[src/rtl/byte_assembler32_pkg.sv]
// byte_assembler32_pkg
//   Shared types and constants for the byte_assembler32 slice.
//   state_e  : assembler FSM state (S_FILL collects bytes, S_HOLD presents a word)
//   WORD_W   : assembled word width
//   BYTE_W   : input byte width
//   NUM_BYTES: bytes per word
//   CNT_W    : width of the byte-lane counter
package byte_assembler32_pkg;

    localparam int unsigned WORD_W    = 32;
    localparam int unsigned BYTE_W    = 8;
    localparam int unsigned NUM_BYTES = 4;
    localparam int unsigned CNT_W     = 2;

    typedef enum logic {
        S_FILL = 1'b0,
        S_HOLD = 1'b1
    } state_e;

endpackage

[src/rtl/byte_lane_dec.sv]
// byte_lane_dec
//   Decodes the 2-bit lane counter into one-hot accumulator lane write enables,
//   gated by the byte-accept strobe.
//   cnt     : in  current lane index
//   en      : in  byte accepted this cycle
//   lane_en : out one-hot lane write enable (all zero when en=0)
module byte_lane_dec
    import byte_assembler32_pkg::*;
(
    input  logic [CNT_W-1:0]     cnt,
    input  logic                 en,
    output logic [NUM_BYTES-1:0] lane_en
);

    always_comb begin
        lane_en = '0;
        if (en) begin
            unique case (cnt)
                2'd0: lane_en = 4'b0001;
                2'd1: lane_en = 4'b0010;
                2'd2: lane_en = 4'b0100;
                2'd3: lane_en = 4'b1000;
                default: lane_en = '0;
            endcase
        end
    end

endmodule

[src/rtl/byte_assembler32.sv]
// byte_assembler32
//   Packs a valid/ready byte stream little-endian into 32-bit words for the
//   data register. A word is emitted after 4 bytes, or early on in_last with the
//   unused upper lanes zero. One bubble cycle per word (no bypass in S_HOLD).
//   Optional macro BYTE_ASSEMBLER32_PARITY_EN adds out_parity = ^out_word.
//   Ports:
//     clk        in   rising-edge clock
//     reset_n    in   synchronous active-low reset
//     in_byte    in   input byte
//     in_valid   in   in_byte valid
//     in_last    in   byte ends the word early (qualified by in_valid)
//     in_ready   out  block can accept a byte
//     out_word   out  assembled word
//     out_bytes  out  number of valid bytes in out_word (1..4)
//     out_valid  out  out_word valid
//     out_parity out  XOR-reduce of out_word (only with BYTE_ASSEMBLER32_PARITY_EN)
//     out_ready  in   downstream accepts the word
module byte_assembler32 #(
    parameter int unsigned NUM_BYTES = 4,
    parameter int unsigned BYTE_W    = 8
) (
    input  logic                          clk,
    input  logic                          reset_n,
    input  logic [BYTE_W-1:0]             in_byte,
    input  logic                          in_valid,
    input  logic                          in_last,
    output logic                          in_ready,
    output logic [NUM_BYTES*BYTE_W-1:0]   out_word,
    output logic [2:0]                    out_bytes,
    output logic                          out_valid,
`ifdef BYTE_ASSEMBLER32_PARITY_EN
    output logic                          out_parity,
`endif
    input  logic                          out_ready
);

    import byte_assembler32_pkg::*;

    if (NUM_BYTES != 4 || BYTE_W != 8) begin : g_bad_cfg
        $error("byte_assembler32 supports only NUM_BYTES=4, BYTE_W=8");
    end

    state_e             state_q;
    logic [CNT_W-1:0]   cnt_q;
    logic [WORD_W-1:0]  acc_q;
    logic [WORD_W-1:0]  acc_merged;
    logic [WORD_W-1:0]  out_word_q;
    logic [2:0]         out_bytes_q;
    logic               out_valid_q;
    logic [3:0]         lane_en;
    logic               accept;

    assign in_ready = (state_q == S_FILL);
    assign accept   = in_valid & in_ready;

    byte_lane_dec u_lane_dec (
        .cnt     (cnt_q),
        .en      (accept),
        .lane_en (lane_en)
    );

    // Lanes above cnt are always zero here (accumulator is cleared on every
    // return to S_FILL), so the merged value is already zero-padded.
    always_comb begin
        acc_merged = acc_q;
        for (int i = 0; i < 4; i++) begin
            if (lane_en[i]) begin
                acc_merged[i*8 +: 8] = in_byte;
            end
        end
    end

`ifdef BYTE_ASSEMBLER32_PARITY_EN
    logic out_parity_q;
    assign out_parity = out_parity_q;
`endif

    always_ff @(posedge clk) begin
        if (!reset_n) begin
            state_q     <= S_FILL;
            cnt_q       <= '0;
            acc_q       <= '0;
            out_word_q  <= '0;
            out_bytes_q <= '0;
            out_valid_q <= 1'b0;
`ifdef BYTE_ASSEMBLER32_PARITY_EN
            out_parity_q <= 1'b0;
`endif
        end else begin
            unique case (state_q)
                S_FILL: begin
                    if (accept) begin
                        acc_q <= acc_merged;
                        cnt_q <= cnt_q + 1'b1;
                        if (cnt_q == 2'd3 || in_last) begin
                            state_q     <= S_HOLD;
                            out_word_q  <= acc_merged;
                            out_bytes_q <= {1'b0, cnt_q} + 3'd1;
                            out_valid_q <= 1'b1;
`ifdef BYTE_ASSEMBLER32_PARITY_EN
                            out_parity_q <= ^acc_merged;
`endif
                        end
                    end
                end
                S_HOLD: begin
                    // out_word/out_bytes deliberately keep their values after the handshake.
                    if (out_ready) begin
                        state_q     <= S_FILL;
                        cnt_q       <= '0;
                        acc_q       <= '0;
                        out_valid_q <= 1'b0;
                    end
                end
                default: state_q <= S_FILL;
            endcase
        end
    end

    assign out_word  = out_word_q;
    assign out_bytes = out_bytes_q;
    assign out_valid = out_valid_q;

endmodule
[config.mk]
export PLATFORM = sky130hd
export DESIGN_NAME = byte_assembler32
export DESIGN_NICKNAME = d
export VERILOG_FILES = /design/src/rtl/byte_assembler32_pkg.sv /design/src/rtl/byte_lane_dec.sv /design/src/rtl/byte_assembler32.sv
export SDC_FILE = /design/constraint.sdc
export NUM_CORES = 1
export LEC_CHECK = 0
export CAP_MARGIN = 25
export CORE_MARGIN = 4
export CORE_UTILIZATION = 53
export CTS_CLUSTER_DIAMETER = 150
export DETAILED_ROUTE_END_ITERATION = 12
export PLACE_DENSITY = 0.79
export RECOVER_POWER = 100
export SLEW_MARGIN = 20
export SYNTH_ARGS = -nofsm -noshare
export SYNTH_HDL_FRONTEND = slang
export SYNTH_HIERARCHICAL = 1
export SYNTH_SLANG_ARGS = --single-unit
[constraint.sdc]
create_clock -name clk -period 2.7 [get_ports clk]
set_clock_uncertainty 0.1 [all_clocks]
set_input_delay 0.54 -clock clk [delete_from_list [all_inputs] [get_ports clk]]
set_output_delay 0.54 -clock clk [all_outputs]
set_load 0.05 [all_outputs]
==> results.md, run 1 <==
* Run status: finished clean
* TritonCTS clock tree: done
* Post-CTS Hold Buffers at 0
* Port buffer count at 49
* MaxCap Viol Count at 0
* Commonest non-fill, non-tap cell in the layout: dfxtp_1
* Fill cells at 497
* Final #Nets at 388
* Most frequent cells in the layout: dfxtp_1 (71), a21oi_1 (69), dlygate4sd3_1 (38)
* Worst Path Required at 2870 ps
* Crit Reg-Reg Endpoint: acc_q[11]$_SDFFE_PN0P_
* Mapped Cells at 341
* Switching Share at 28.1%
* Crit-path slowest cell: dlygate4sd3_1
* Resized cells post-CTS at 0
* Netlist cell types at 26
* Worst Setup End Kind: register
* CP Cell Sequence: dlygate4sd3_1 -> nor2b_1 -> buf_4 -> and3b_1 -> and3b_1 -> nand2_1 -> a21oi_1
* # Post-CTS Setup Buffers at 0
* Total track usage at 21.6%
* Max Clock Freq at 0.412 GHz
* HPWL after detailed placement at 4880 um
* RR Startpoint: state_q$_SDFF_PN0_
* CP arrival at 2590 ps
* Clock sinks at 71
* Crit path max-delay family: simple AND/OR/NAND/NOR gates
* Final Setup Violations at 0
* Final hold violation count at 0
* Register area share after synthesis at 44.4%
* Vias in the first global route at 2532
* Detailed Route Iter0 Violations at 165
* Share of post-route cells with drive strength above 1 at 15.1%
* DIE WIDTH at 85.7 um
* Clk buf depth at 2
* Core area at 5890 um^2
* Ant. Diodes at 0
* First-pass GRT wire length at 12600 um
* Vias at 2620
* Gp weighted congestion at 0.749
* Crit path launch type: primary input
* Reg2Reg Depth at 6
* Hold depth at 2
* Ys Warns at 6
* Starting density of the core at 54.4%
* Initial antenna violation count at 0
* CTS clk-pin slew, worst paths at 70 ps
* Die area at 7350 um^2
* Slowest stage delay, CP at 600 ps
* Sw power at 0.700 mW
* Min-delay src: acc_q[26]$_SDFFE_PN0P_
* Hold Path End: acc_q[26]$_SDFFE_PN0P_
* CTS Buf Count at 9
* Net count after synthesis at 355
* Hold Crit Class: reg -> reg
* Worst slew pin tran at 528 ps
* P_int at 1.79 mW
* Yosys reg bits at 71
* Clock insertion delay at the later pin of the skew report at 340 ps
* Post-synth top area share at 44.4%
* Clock Tree Root: clkbuf_8
* DRC viols at 0
* Comb power frac at 18.3%
* LEAKAGE at 1.36 nW
* Synth-to-layout area growth at 21.6%
* Grt ovf at 0
* Mapped Area at 3200 um^2
* VDD IR max at 0.434 mV
* I/O pin count at 50
* Setup_tns at 0 ps
* CP max FO at 8
* Avg Cell Area, Syn at 9.39 um^2
* Unrepaired setup endpoints after global routing: no
* Post-Place Setup Slack at 148 ps
* Final Max Tran Viols at 0
* Cell taking the most area after synthesis: dfxtp_1
* Crit-path most repeated cell: and3b_1
* Period utilization at 89.9%
* Slew HR at 64.7%
* Post-Route WL at 7520 um
* PwrDens at 638 nW/um^2
* Crit path kind: in -> reg
* Sequential Power Share at 45.2%
* R2R setup slack at 630 ps
* Worst setup margin at 272 ps
* Area contributors post-synth: dfxtp_1 (44%), a211oi_2 (12%), a21oi_1 (11%)
* Site Rows at 28
* Worst Setup SP: in_valid
* DRT antenna net count at 0
* CP Buf/Inv Count at 2
* Via density at 5.78
* TritonRoute pass-1 iters at 4
* H-Tree Depth at 3
* Clk pwr share at 36.5%
* Die height at 85.7 um
* Post-route minimum period at 2430 ps
* DR WL/cell at 16.6 um
* Largest net degree at the start of global routing at 72
kinds of logic (layout without fill, tap and decap cells):
kind of cell             Yosys count  in the layout  synth area share, %
AO/OA/AOI/OAI                    105            105                 24.1
AND/OR/NAND/NOR                   87             87                 13.7
flip-flops                        71             71                 44.4
buffers and inverters             43             80                 6.84
multiplexers                      34             34                 10.6
adder cells (fa/ha/maj)            1              1                0.391
power groups by stage:
| stage | clock [mW] | sequential (mW) | combinational [mW] |
|---|---|---|---|
| global placement | 0 | 1.15 | 0.469 |
| detailed placement | 0 | 1.15 | 0.475 |
| finish | 0.908 | 1.12 | 0.456 |
| CTS | 0.924 | 1.13 | 0.476 |
| floorplan | 0 | 1.27 | 0.215 |
| global route | 0.963 | 1.13 | 0.483 |
per-stage QoR:
| stage | instances | power, mW | cell area (um^2) | utilization, % | hold WS (ps) |
|---|---|---|---|---|---|
| global placement | 438 | 1.62 | 3720 | 63.2 | 352 |
| finish | 453 | 2.49 | 3890 | 66.2 | 370 |
| detailed placement | 438 | 1.62 | 3720 | 63.2 | 362 |
| floorplan | 341 | 1.48 | 3200 | - | 347 |
| CTS | 453 | 2.53 | 3930 | 66.8 | 372 |
| global route | 453 | 2.58 | 3890 | 66.2 | 390 |
worst max-delay path by stage:
stage,end,cells past startpoint,slack (ps)
after global routing,acc_q[11]$_SDFFE_PN0P_,7,110
after detailed placement,out_word[14]$_SDFFE_PN0P_,7,150
after floorplan,acc_q[0]$_SDFFE_PN0P_,10,490
after global placement,acc_q[13]$_SDFFE_PN0P_,7,280
final,acc_q[11]$_SDFFE_PN0P_,7,270
after CTS,in_ready,2,310
Yosys cell counts:
master	number
dfxtp_1	71
a21oi_1	69
nand2_1	36
mux2i_1	34
nand3_1	33
a211oi_2	30
clkbuf_1	23
buf_2	10
and3b_1	6
buf_6	6
nand3b_1	4
a211oi_1	3
buf_1	2
nor2_1	2
a21bo_1	1
a21bo_2	1
a22oi_1	1
and2_4	1
and3_2	1
ha_1	1
inv_1	1
inv_2	1
nand2b_1	1
nor2b_1	1
nor3b_2	1
or2_1	1
cell type report:
| cell class | instances | area [um^2] | share of cell area [%] |
|---|---|---|---|
| multi-input combinational | 227 | 1540 | 39.4 |
| inverter | 2 | 7.51 | 0.193 |
| tap | 75 | 93.8 | 2.41 |
| timing repair buffer | 63 | 624 | 16.0 |
| clock inverter | 4 | 70.1 | 1.80 |
| sequential | 71 | 1420 | 36.5 |
| clock buffer | 11 | 141 | 3.63 |
per-layer routing:
layer | up-vias | share of wire (%) | track usage (%)
met3 | 14 | 6.1 | 6.53
met4 | 0 | 2.0 | 6.76
met5 | - | 0 | 0
met1 | 1256 | 45 | 27.9
li1 | 1278 | - | -
met2 | 72 | 47 | 34.7
flip-flops by register name, indices dropped and copies added (netlist names):
register	count
acc_q	32
out_word	32
out_valid	1
out_bytes	3
state_q	1
cnt_q	2
worst reg2reg max path: cells and delay by family, from the launching register on:
family / cells / cell delay [ps]
AO/OA/AOI/OAI: 1 / 160
buffers and inverters: 1 / 240
flip-flops: 1 / 430
AND/OR/NAND/NOR: 4 / 1050
(Power assumes the default switching activity.)
==> inputs of run 2 (changes only) <==
--- a/config.mk
+++ b/config.mk
@@ -10,6 +10,7 @@
 export CORE_UTILIZATION = 53
 export CTS_CLUSTER_DIAMETER = 150
 export DETAILED_ROUTE_END_ITERATION = 12
+export GPL_TIMING_DRIVEN = 0
 export PLACE_DENSITY = 0.79
 export RECOVER_POWER = 100
 export SLEW_MARGIN = 20
==> results.md, run 2 (synthesis results as in run 1) <==
* Sequential Power Share at 48.3% (was 45.2%)
* Detailed Route Iter0 Violations at 163 (was 165)
* CP Buf/Inv Count at 3 (was 2)
* Gp weighted congestion at 0.777 (was 0.749)
* CTS clk-pin slew, worst paths at 70 ps (about the same)
* Placed Area at 3700 um^2 (was 3720 um^2)
* Die area at 7350 um^2 (unchanged)
* Vias in the first global route at 2595 (was 2532)
* Period utilization at 90.0% (was 89.9%)
* Switching Share at 30.4% (was 28.1%)
* Crit path launch type: register (was primary input)
* PwrDens at 615 nW/um^2 (was 638 nW/um^2)
* P_int at 1.61 mW (was 1.79 mW)
* Port buffer count at 40 (was 49)
* Post-Place Setup Slack at 124 ps (was 148 ps)
* CP Cell Sequence: buf_2 -> inv_1 -> dlygate4sd3_1 (was dlygate4sd3_1 -> nor2b_1 -> buf_4 -> and3b_1 -> and3b_1 -> nand2_1 -> a21oi_1)
* Starting density of the core at 54.4% (unchanged)
* Final Setup Violations at 0 (unchanged)
* HPWL after detailed placement at 5200 um (was 4880 um)
* Sw power at 0.706 mW (was 0.700 mW)
* CP max FO at 10 (was 8)
* Fin util at 64.1% (was 66.2%)
* Worst slew pin tran at 644 ps (was 528 ps)
* Setup_tns at 0 ps (unchanged)
* Grt ovf at 0 (unchanged)
* Crit-path slowest cell: dlygate4sd3_1 (unchanged)
* Worst Path Required at 2060 ps (was 2870 ps)
* Vias at 2676 (was 2620)
* Run status: finished clean (unchanged)
* Hold Crit Class: reg -> reg (unchanged)
* Post-route minimum period at 2430 ps (about the same)
* Crit path max-delay family: buffers and inverters (was simple AND/OR/NAND/NOR gates)
* First-pass GRT wire length at 12600 um (unchanged)
* TritonCTS clock tree: done (unchanged)
* Clock sinks at 71 (unchanged)
* # Post-CTS Setup Buffers at 0 (unchanged)
* LEAKAGE at 1.32 nW (was 1.36 nW)
* Clock Tree Root: clkbuf_8 (unchanged)
* Post-route cell area at 3770 um^2 (was 3890 um^2)
* DR WL/cell at 16.1 um (was 16.6 um)
* DRT antenna net count at 0 (unchanged)
* VDD IR max at 0.364 mV (was 0.434 mV)
* MaxCap Viol Count at 0 (unchanged)
* Clock insertion delay at the later pin of the skew report at 340 ps (about the same)
* I/O pin count at 50 (unchanged)
* Final #Nets at 406 (was 388)
* Resized cells post-CTS at 0 (unchanged)
* Worst Setup End Kind: primary output (was register)
* Post-Route WL at 7600 um (was 7520 um)
* Slew HR at 57.0% (was 64.7%)
* DIE WIDTH at 85.7 um (unchanged)
* Synth-to-layout area growth at 17.9% (was 21.6%)
* Max Clock Freq at 0.411 GHz (was 0.412 GHz)
* Site Rows at 28 (unchanged)
* R2R setup slack at 320 ps (was 630 ps)
* Clk pwr share at 32.9% (was 36.5%)
* Total track usage at 21.9% (was 21.6%)
* Die height at 85.7 um (unchanged)
* Via density at 5.67 (was 5.78)
* Crit path kind: reg -> out (was in -> reg)
* H-Tree Depth at 3 (unchanged)
* DRC viols at 0 (unchanged)
* Final hold violation count at 0 (unchanged)
* CTS Buf Count at 9 (unchanged)
* Slowest stage delay, CP at 870 ps (was 600 ps)
* Initial antenna violation count at 0 (unchanged)
* Worst setup margin at 270 ps (was 272 ps)
* Comb power frac at 18.8% (was 18.3%)
* CP arrival at 1790 ps (was 2590 ps)
* Post-CTS Hold Buffers at 0 (unchanged)
* Ant. Diodes at 0 (unchanged)
* TritonRoute pass-1 iters at 5 (was 4)
* Commonest non-fill, non-tap cell in the layout: dfxtp_1 (unchanged)
* Clk buf depth at 2 (unchanged)
* Largest net degree at the start of global routing at 14 (was 72)
* Share of post-route cells with drive strength above 1 at 11.3% (was 15.1%)
* Unrepaired setup endpoints after global routing: no (unchanged)
* Core area at 5890 um^2 (unchanged)
* Final Max Tran Viols at 0 (unchanged)
* Most frequent cells in the layout: dfxtp_1 (71), a21oi_1 (69), dlygate4sd3_1 (38) (unchanged)
-- run 2: changes by cell type in the layout (fill, tap and decap cells not counted), moves of 2 or more --
cell and change:
a211oi_1 +11, a211oi_2 -11, buf_12 -3, buf_2 +7, buf_4 -8, buf_6 +4
bufinv_16 -2, clkbuf_1 +26, clkdlybuf4s50_1 -9
-- run 2: worst paths after layout --
kind / cells after the start / from / to
min: 2 / out_valid$_SDFFE_PN0P_ / out_valid$_SDFFE_PN0P_
max: 3 / state_q$_SDFF_PN0_ / in_ready
min reg2reg: 2 / out_valid$_SDFFE_PN0P_ / out_valid$_SDFFE_PN0P_
max reg2reg: 9 / state_q$_SDFF_PN0_ / acc_q[7]$_SDFFE_PN0P_
-- run 2: layout make-up --
type,instances,area (um^2)
fill,516,2110
multi-input combinational,227,1480
sequential,71,1420
timing repair buffer,40,400
buffer,41,196
clock buffer,13,159
tap,75,93.8
clock inverter,3,17.5
inverter,2,7.51
-- run 2: through the flow --
step | cells | hold slack (ps) | power [mW]
after detailed placement | 456 | 358 | 1.61
after global routing | 472 | 385 | 2.42
after floorplan | 341 | 347 | 1.48
after global placement | 456 | 352 | 1.61
final | 472 | 364 | 2.32
after CTS | 472 | 369 | 2.37
-- run 2: metal layers --
metal / part of all wire [%] / wire, um / track usage (%)
met1: 45 / 3440 / 29.1
met3: 6.7 / 511 / 5.67
met2: 47 / 3560 / 34.6
met5: 0 / 0 / 0
met4: 1.2 / 88 / 7.48
-- run 2: power by group through the flow --
stage / registers [mW] / logic [mW] / clock network, mW
after floorplan: 1.27 / 0.215 / 0
after global placement: 1.14 / 0.463 / 0
final: 1.12 / 0.436 / 0.764
after detailed placement: 1.15 / 0.468 / 0
after global routing: 1.13 / 0.467 / 0.822
after CTS: 1.12 / 0.470 / 0.776
-- run 2: worst register-to-register path: stages, from the launching register on --
cell      delay [ps]
dfxtp_1          340
nor2b_1          100
buf_2            180
buf_2            250
nor3b_1          260
clkbuf_2         330
and3b_1          210
clkbuf_1         280
nand2_1          110
a21oi_1          150
==> inputs of run 3 (changes only) <==
--- a/config.mk
+++ b/config.mk
@@ -8,11 +8,12 @@
 export CAP_MARGIN = 25
 export CORE_MARGIN = 4
 export CORE_UTILIZATION = 53
-export CTS_CLUSTER_DIAMETER = 150
+export CTS_CLUSTER_DIAMETER = 30
 export DETAILED_ROUTE_END_ITERATION = 12
 export GPL_TIMING_DRIVEN = 0
 export PLACE_DENSITY = 0.79
 export RECOVER_POWER = 100
+export SKIP_CTS_REPAIR_TIMING = 1
 export SLEW_MARGIN = 20
 export SYNTH_ARGS = -nofsm -noshare
 export SYNTH_HDL_FRONTEND = slang
==> constraint.sdc (replaced) <==
create_clock -name clk -period 2.7 [get_ports clk]
set_clock_uncertainty 0.1 [all_clocks]
set_input_delay 0.54 -clock clk [delete_from_list [all_inputs] [get_ports clk]]
set_output_delay 0.54 -clock clk [all_outputs]
set_load 0.1 [all_outputs]
==> results.md, run 3 (synthesis results as in run 1) <==
* Hold depth at 2 (unchanged)
* Vias at 2682 (was 2676)
* Crit path kind: reg -> out (unchanged)
* Gp weighted congestion at 0.777 (unchanged)
* Initial antenna violation count at 0 (unchanged)
* DIE WIDTH at 85.7 um (unchanged)
* RR Startpoint: state_q$_SDFF_PN0_ (unchanged)
* Post-route minimum period at 2550 ps (was 2430 ps)
* Fill cells at 516 (unchanged)
* HPWL after detailed placement at 5200 um (unchanged)
* DR WL/cell at 16.1 um (about the same)
* Crit Reg-Reg Endpoint: acc_q[7]$_SDFFE_PN0P_ (unchanged)
* Final Max Tran Viols at 0 (unchanged)
* Setup_tns at 0 ps (unchanged)
* Commonest non-fill, non-tap cell in the layout: dfxtp_1 (unchanged)
* TritonRoute pass-1 iters at 5 (unchanged)
* Crit path launch type: register (unchanged)
* Site Rows at 28 (unchanged)
* First-pass GRT wire length at 12600 um (unchanged)
* CP Buf/Inv Count at 1 (was 3)
* Worst slew pin tran at 1160 ps (was 644 ps)
* CTS Buf Count at 9 (unchanged)
* Worst Path Required at 2060 ps (about the same)
* Crit path max-delay family: buffers and inverters (unchanged)
* Crit-path slowest cell: dlygate4sd3_1 (unchanged)
* Worst Setup SP: out_word[25]$_SDFFE_PN0P_ (was state_q$_SDFF_PN0_)
* Grt ovf at 0 (unchanged)
* VDD IR max at 0.374 mV (was 0.364 mV)
* Total track usage at 21.9% (unchanged)
* DRT antenna net count at 0 (unchanged)
* DRC viols at 0 (unchanged)
* Hold Crit Class: reg -> reg (unchanged)
* Final hold violation count at 0 (unchanged)
* CP max FO at 2 (was 10)
* Share of post-route cells with drive strength above 1 at 11.3% (unchanged)
* Slew HR at 23.0% (was 57.0%)
* Hold Path End: out_valid$_SDFFE_PN0P_ (unchanged)
* Run status: finished clean (unchanged)
* Vias in the first global route at 2595 (unchanged)
* Post-Route WL at 7600 um (about the same)
* Worst setup margin at 150 ps (was 270 ps)
* Reg2Reg Depth at 9 (unchanged)
* Die height at 85.7 um (unchanged)
* Most frequent cells in the layout: dfxtp_1 (71), a21oi_1 (69), dlygate4sd3_1 (37) (was dfxtp_1 (71), a21oi_1 (69), dlygate4sd3_1 (38))
* Clock sinks at 71 (unchanged)
* Worst Setup End Kind: primary output (unchanged)
* Clock insertion delay at the later pin of the skew report at 340 ps (about the same)
* Unrepaired setup endpoints after global routing: no (unchanged)
* Post-Place Setup Slack at 124 ps (unchanged)
* Slowest stage delay, CP at 1210 ps (was 870 ps)
* Starting density of the core at 54.4% (unchanged)
* Via density at 5.68 (was 5.67)
* Final #Nets at 406 (unchanged)
* H-Tree Depth at 3 (unchanged)
* Clock Tree Root: clkbuf_8 (unchanged)
* Synth-to-layout area growth at 17.8% (was 17.9%)
* Ant. Diodes at 0 (unchanged)
* MaxCap Viol Count at 0 (unchanged)
* CTS clk-pin slew, worst paths at 70 ps (about the same)
* Max Clock Freq at 0.392 GHz (was 0.411 GHz)
* Final Setup Violations at 0 (unchanged)
* R2R setup slack at 230 ps (was 320 ps)
* Largest net degree at the start of global routing at 14 (unchanged)
* Min-delay src: out_valid$_SDFFE_PN0P_ (unchanged)
* Die area at 7350 um^2 (unchanged)
* Clk buf depth at 2 (unchanged)
* Period utilization at 94.4% (was 90.0%)
* LEAKAGE at 1.32 nW (about the same)
* Core area at 5890 um^2 (unchanged)
* Detailed Route Iter0 Violations at 176 (was 163)
* CP Cell Sequence: dlygate4sd3_1 (was buf_2 -> inv_1 -> dlygate4sd3_1)
* I/O pin count at 50 (unchanged)
* CP arrival at 1910 ps (was 1790 ps)
* TritonCTS clock tree: done (unchanged)
* Port buffer count at 40 (unchanged)
* PwrDens at 652 nW/um^2 (was 615 nW/um^2)
## run 3: cell count changes in the layout (fill, tap and decap cells not counted), sizes merged
cell,delta
buf,-1
clkbuf,+2
dlygate4sd3,-1
## run 3: per-layer routing
| layer | GRT usage (%) | wire length, um | share of wire (%) | vias up |
|---|---|---|---|---|
| met4 | 7.48 | 108 | 1.4 | 0 |
| met1 | 29.1 | 3590 | 47 | 1275 |
| met3 | 5.67 | 373 | 4.9 | 10 |
| li1 | - | - | - | 1321 |
| met2 | 34.6 | 3530 | 46 | 76 |
| met5 | 0 | 0 | 0 | - |
## run 3: layout make-up
class / instances / area (um^2) / share of cell area (%)
inverter: 2 / 7.51 / 0.199
tap: 75 / 93.8 / 2.49
buffer: 41 / 195 / 5.17
timing repair buffer: 40 / 394 / 10.4
multi-input combinational: 227 / 1480 / 39.3
clock buffer: 13 / 159 / 4.21
sequential: 71 / 1420 / 37.7
clock inverter: 3 / 17.5 / 0.464
## run 3: power by group
| group | leakage, nW | switching [mW] | internal [mW] |
|---|---|---|---|
| Sequential | 0.579 | 0.0257 | 1.09 |
| Clock | 0.0894 | 0.386 | 0.382 |
| Combinational | 0.649 | 0.436 | 0.136 |
| Total | 1.32 | 0.847 | 1.61 |
## run 3: through the flow
stage                     hold WS, ps  cells  area (um^2)  utilization (%)  total power [mW]
final                             365    472         3770             64.1              2.46
after detailed placement          358    456         3700             62.8              1.75
after floorplan                   347    341         3200                -              1.62
after global placement            352    456         3700             62.8              1.74
after CTS                         369    472         3870             65.8              2.51
after global routing              385    472         3770             64.1              2.55
## run 3: worst max path at each step
stage | to | slack (ps) | depth (start not counted)
4_1_cts | in_ready | -0.6 | 3
2_1_floorplan | acc_q[0]$_SDFFE_PN0P_ | 490 | 10
3_5_place_dp | acc_q[3]$_SDFFE_PN0P_ | 120 | 10
3_3_place_gp | acc_q[4]$_SDFFE_PN0P_ | 150 | 10
6_report | out_word[25] | 150 | 1
5_1_grt | acc_q[3]$_SDFFE_PN0P_ | 90 | 9
==> RTL change, RTL diff (flow settings as in run 2) <==
The option `BYTE_ASSEMBLER32_PARITY_EN` is turned on by a define.
--- a/src/rtl/byte_assembler32.sv
+++ b/src/rtl/byte_assembler32.sv
@@ -16,4 +16,6 @@
 //     out_parity out  XOR-reduce of out_word (only with BYTE_ASSEMBLER32_PARITY_EN)
 //     out_ready  in   downstream accepts the word
+`define BYTE_ASSEMBLER32_PARITY_EN
+
 module byte_assembler32 #(
     parameter int unsigned NUM_BYTES = 4,
Function (old outputs only; new: out_parity): kept (Yosys induction, for registers that start in step).
==> RTL change against run 2 <==
- die area rose by 13%
- routed wire length rose by 19%
- design area rose by 21%
- sequential share of layout area fell by 6.2 points
- worst hold slack barely moved
- clock power rose by 40%
- maximum frequency fell by 4.3%
- area after synthesis rose by 15%
- setup slack got worse by 0.11 ns
- sequential cell count rose by 1
- synthesized cell count rose by 18%
- critical path depth rose by 11
- total power rose by 19%
- largest cell class unchanged
- highest routed layer unchanged
==> RTL change: results (changes against run 2) <==
status finished, final reports clean; DP Wirelength 6.19 mm (+19%); CP Data Arrival Time 2.67 ns (+0.88 ns); xor and xnor area share after synthesis 0.108 (+0.108); PwrDens 603 nW/µm² (-1.9%); Synth Area in Compound Gates 0.173 (-0.0673); GRT Util Overall 0.220 (+0.000826); routability congestion estimate 0.851 (+9.5%); first-pass GRT wire length 14.7 mm (+17%); slowest cell delay on critical path 0.38 ns (-0.49 ns); GR Layer Usage met1 0.282 (-0.00828); Sw Pwr 0.775 mW (+9.9%); Pre-antenna DRT Iters 4 (-1); vias in the first global route 3,017 (+16%); largest net degree at the start of global routing 13 (-1); Tightest Pin Transition 0.635 ns (-0.00917 ns); adder-cell share of the synthesized area 0.00340 (-0.000508); GR Util met2 0.369 (+0.0231); ranking of synthesized cells by area dfxtp_1 (39%), mux2i_1 (11%), o211a_1 (8.7%), nand2_1 (7.8%), a21boi_0 (7.1%); Hold Crit Start out_bytes[1]$_SDFFE_PN0P_; Seq pwr share 0.414 (-0.069); Leak 2.06 nW (+57%); Worst Hold Path EP out_bytes[1]$_SDFFE_PN0P_; post-synthesis mux area share 0.114 (+0.00728); WL met2 4.42 mm (+24%); Port Buffers 44 (+10%); Met1 Wirelength 4.10 mm (+19%); maximum VDD drop 0.000451 V (+24%); placed instance count 526 (+15%); drt first-iter violations 148 (-9.2%); synthesized net count 416 (+17%); cells on worst reg2reg path 14 (+5); Hold Slack 0.365 ns (+0.000315 ns); CP max stage cell xnor3_1; Final nets 477 (+17%); CTS root buf clkbuf_8; reg2reg end out_parity$_SDFFE_PN0P_; proportion of power drawn by the clock network 0.385 (+0.056)
RTL change: repair_timing:
item	in CTS	in global routing
cloned	0	0
resized for setup	11	5
pin swaps	6	3
setup buffers	7	0
setup endpoints to repair	18	1
RTL change: worst max path at each step:
stage,cells past startpoint,to,startpoint
floorplan,13,out_parity$_SDFFE_PN0P_,state_q$_SDFF_PN0_
global placement,12,out_parity$_SDFFE_PN0P_,in_valid
detailed placement,12,out_parity$_SDFFE_PN0P_,in_valid
CTS,13,out_parity$_SDFFE_PN0P_,state_q$_SDFF_PN0_
global route,14,out_parity$_SDFFE_PN0P_,state_q$_SDFF_PN0_
finish,14,out_parity$_SDFFE_PN0P_,state_q$_SDFF_PN0_
RTL change: cell type report:
cell class | instances | area (µm²)
clock inverter | 5 | 103
timing repair buffer | 51 | 492
clock buffer | 11 | 151
buffer | 38 | 198
multi-input combinational | 289 | 2090
inverter | 2 | 13.8
sequential | 72 | 1440
fill | 538 | 2170
tap | 80 | 100
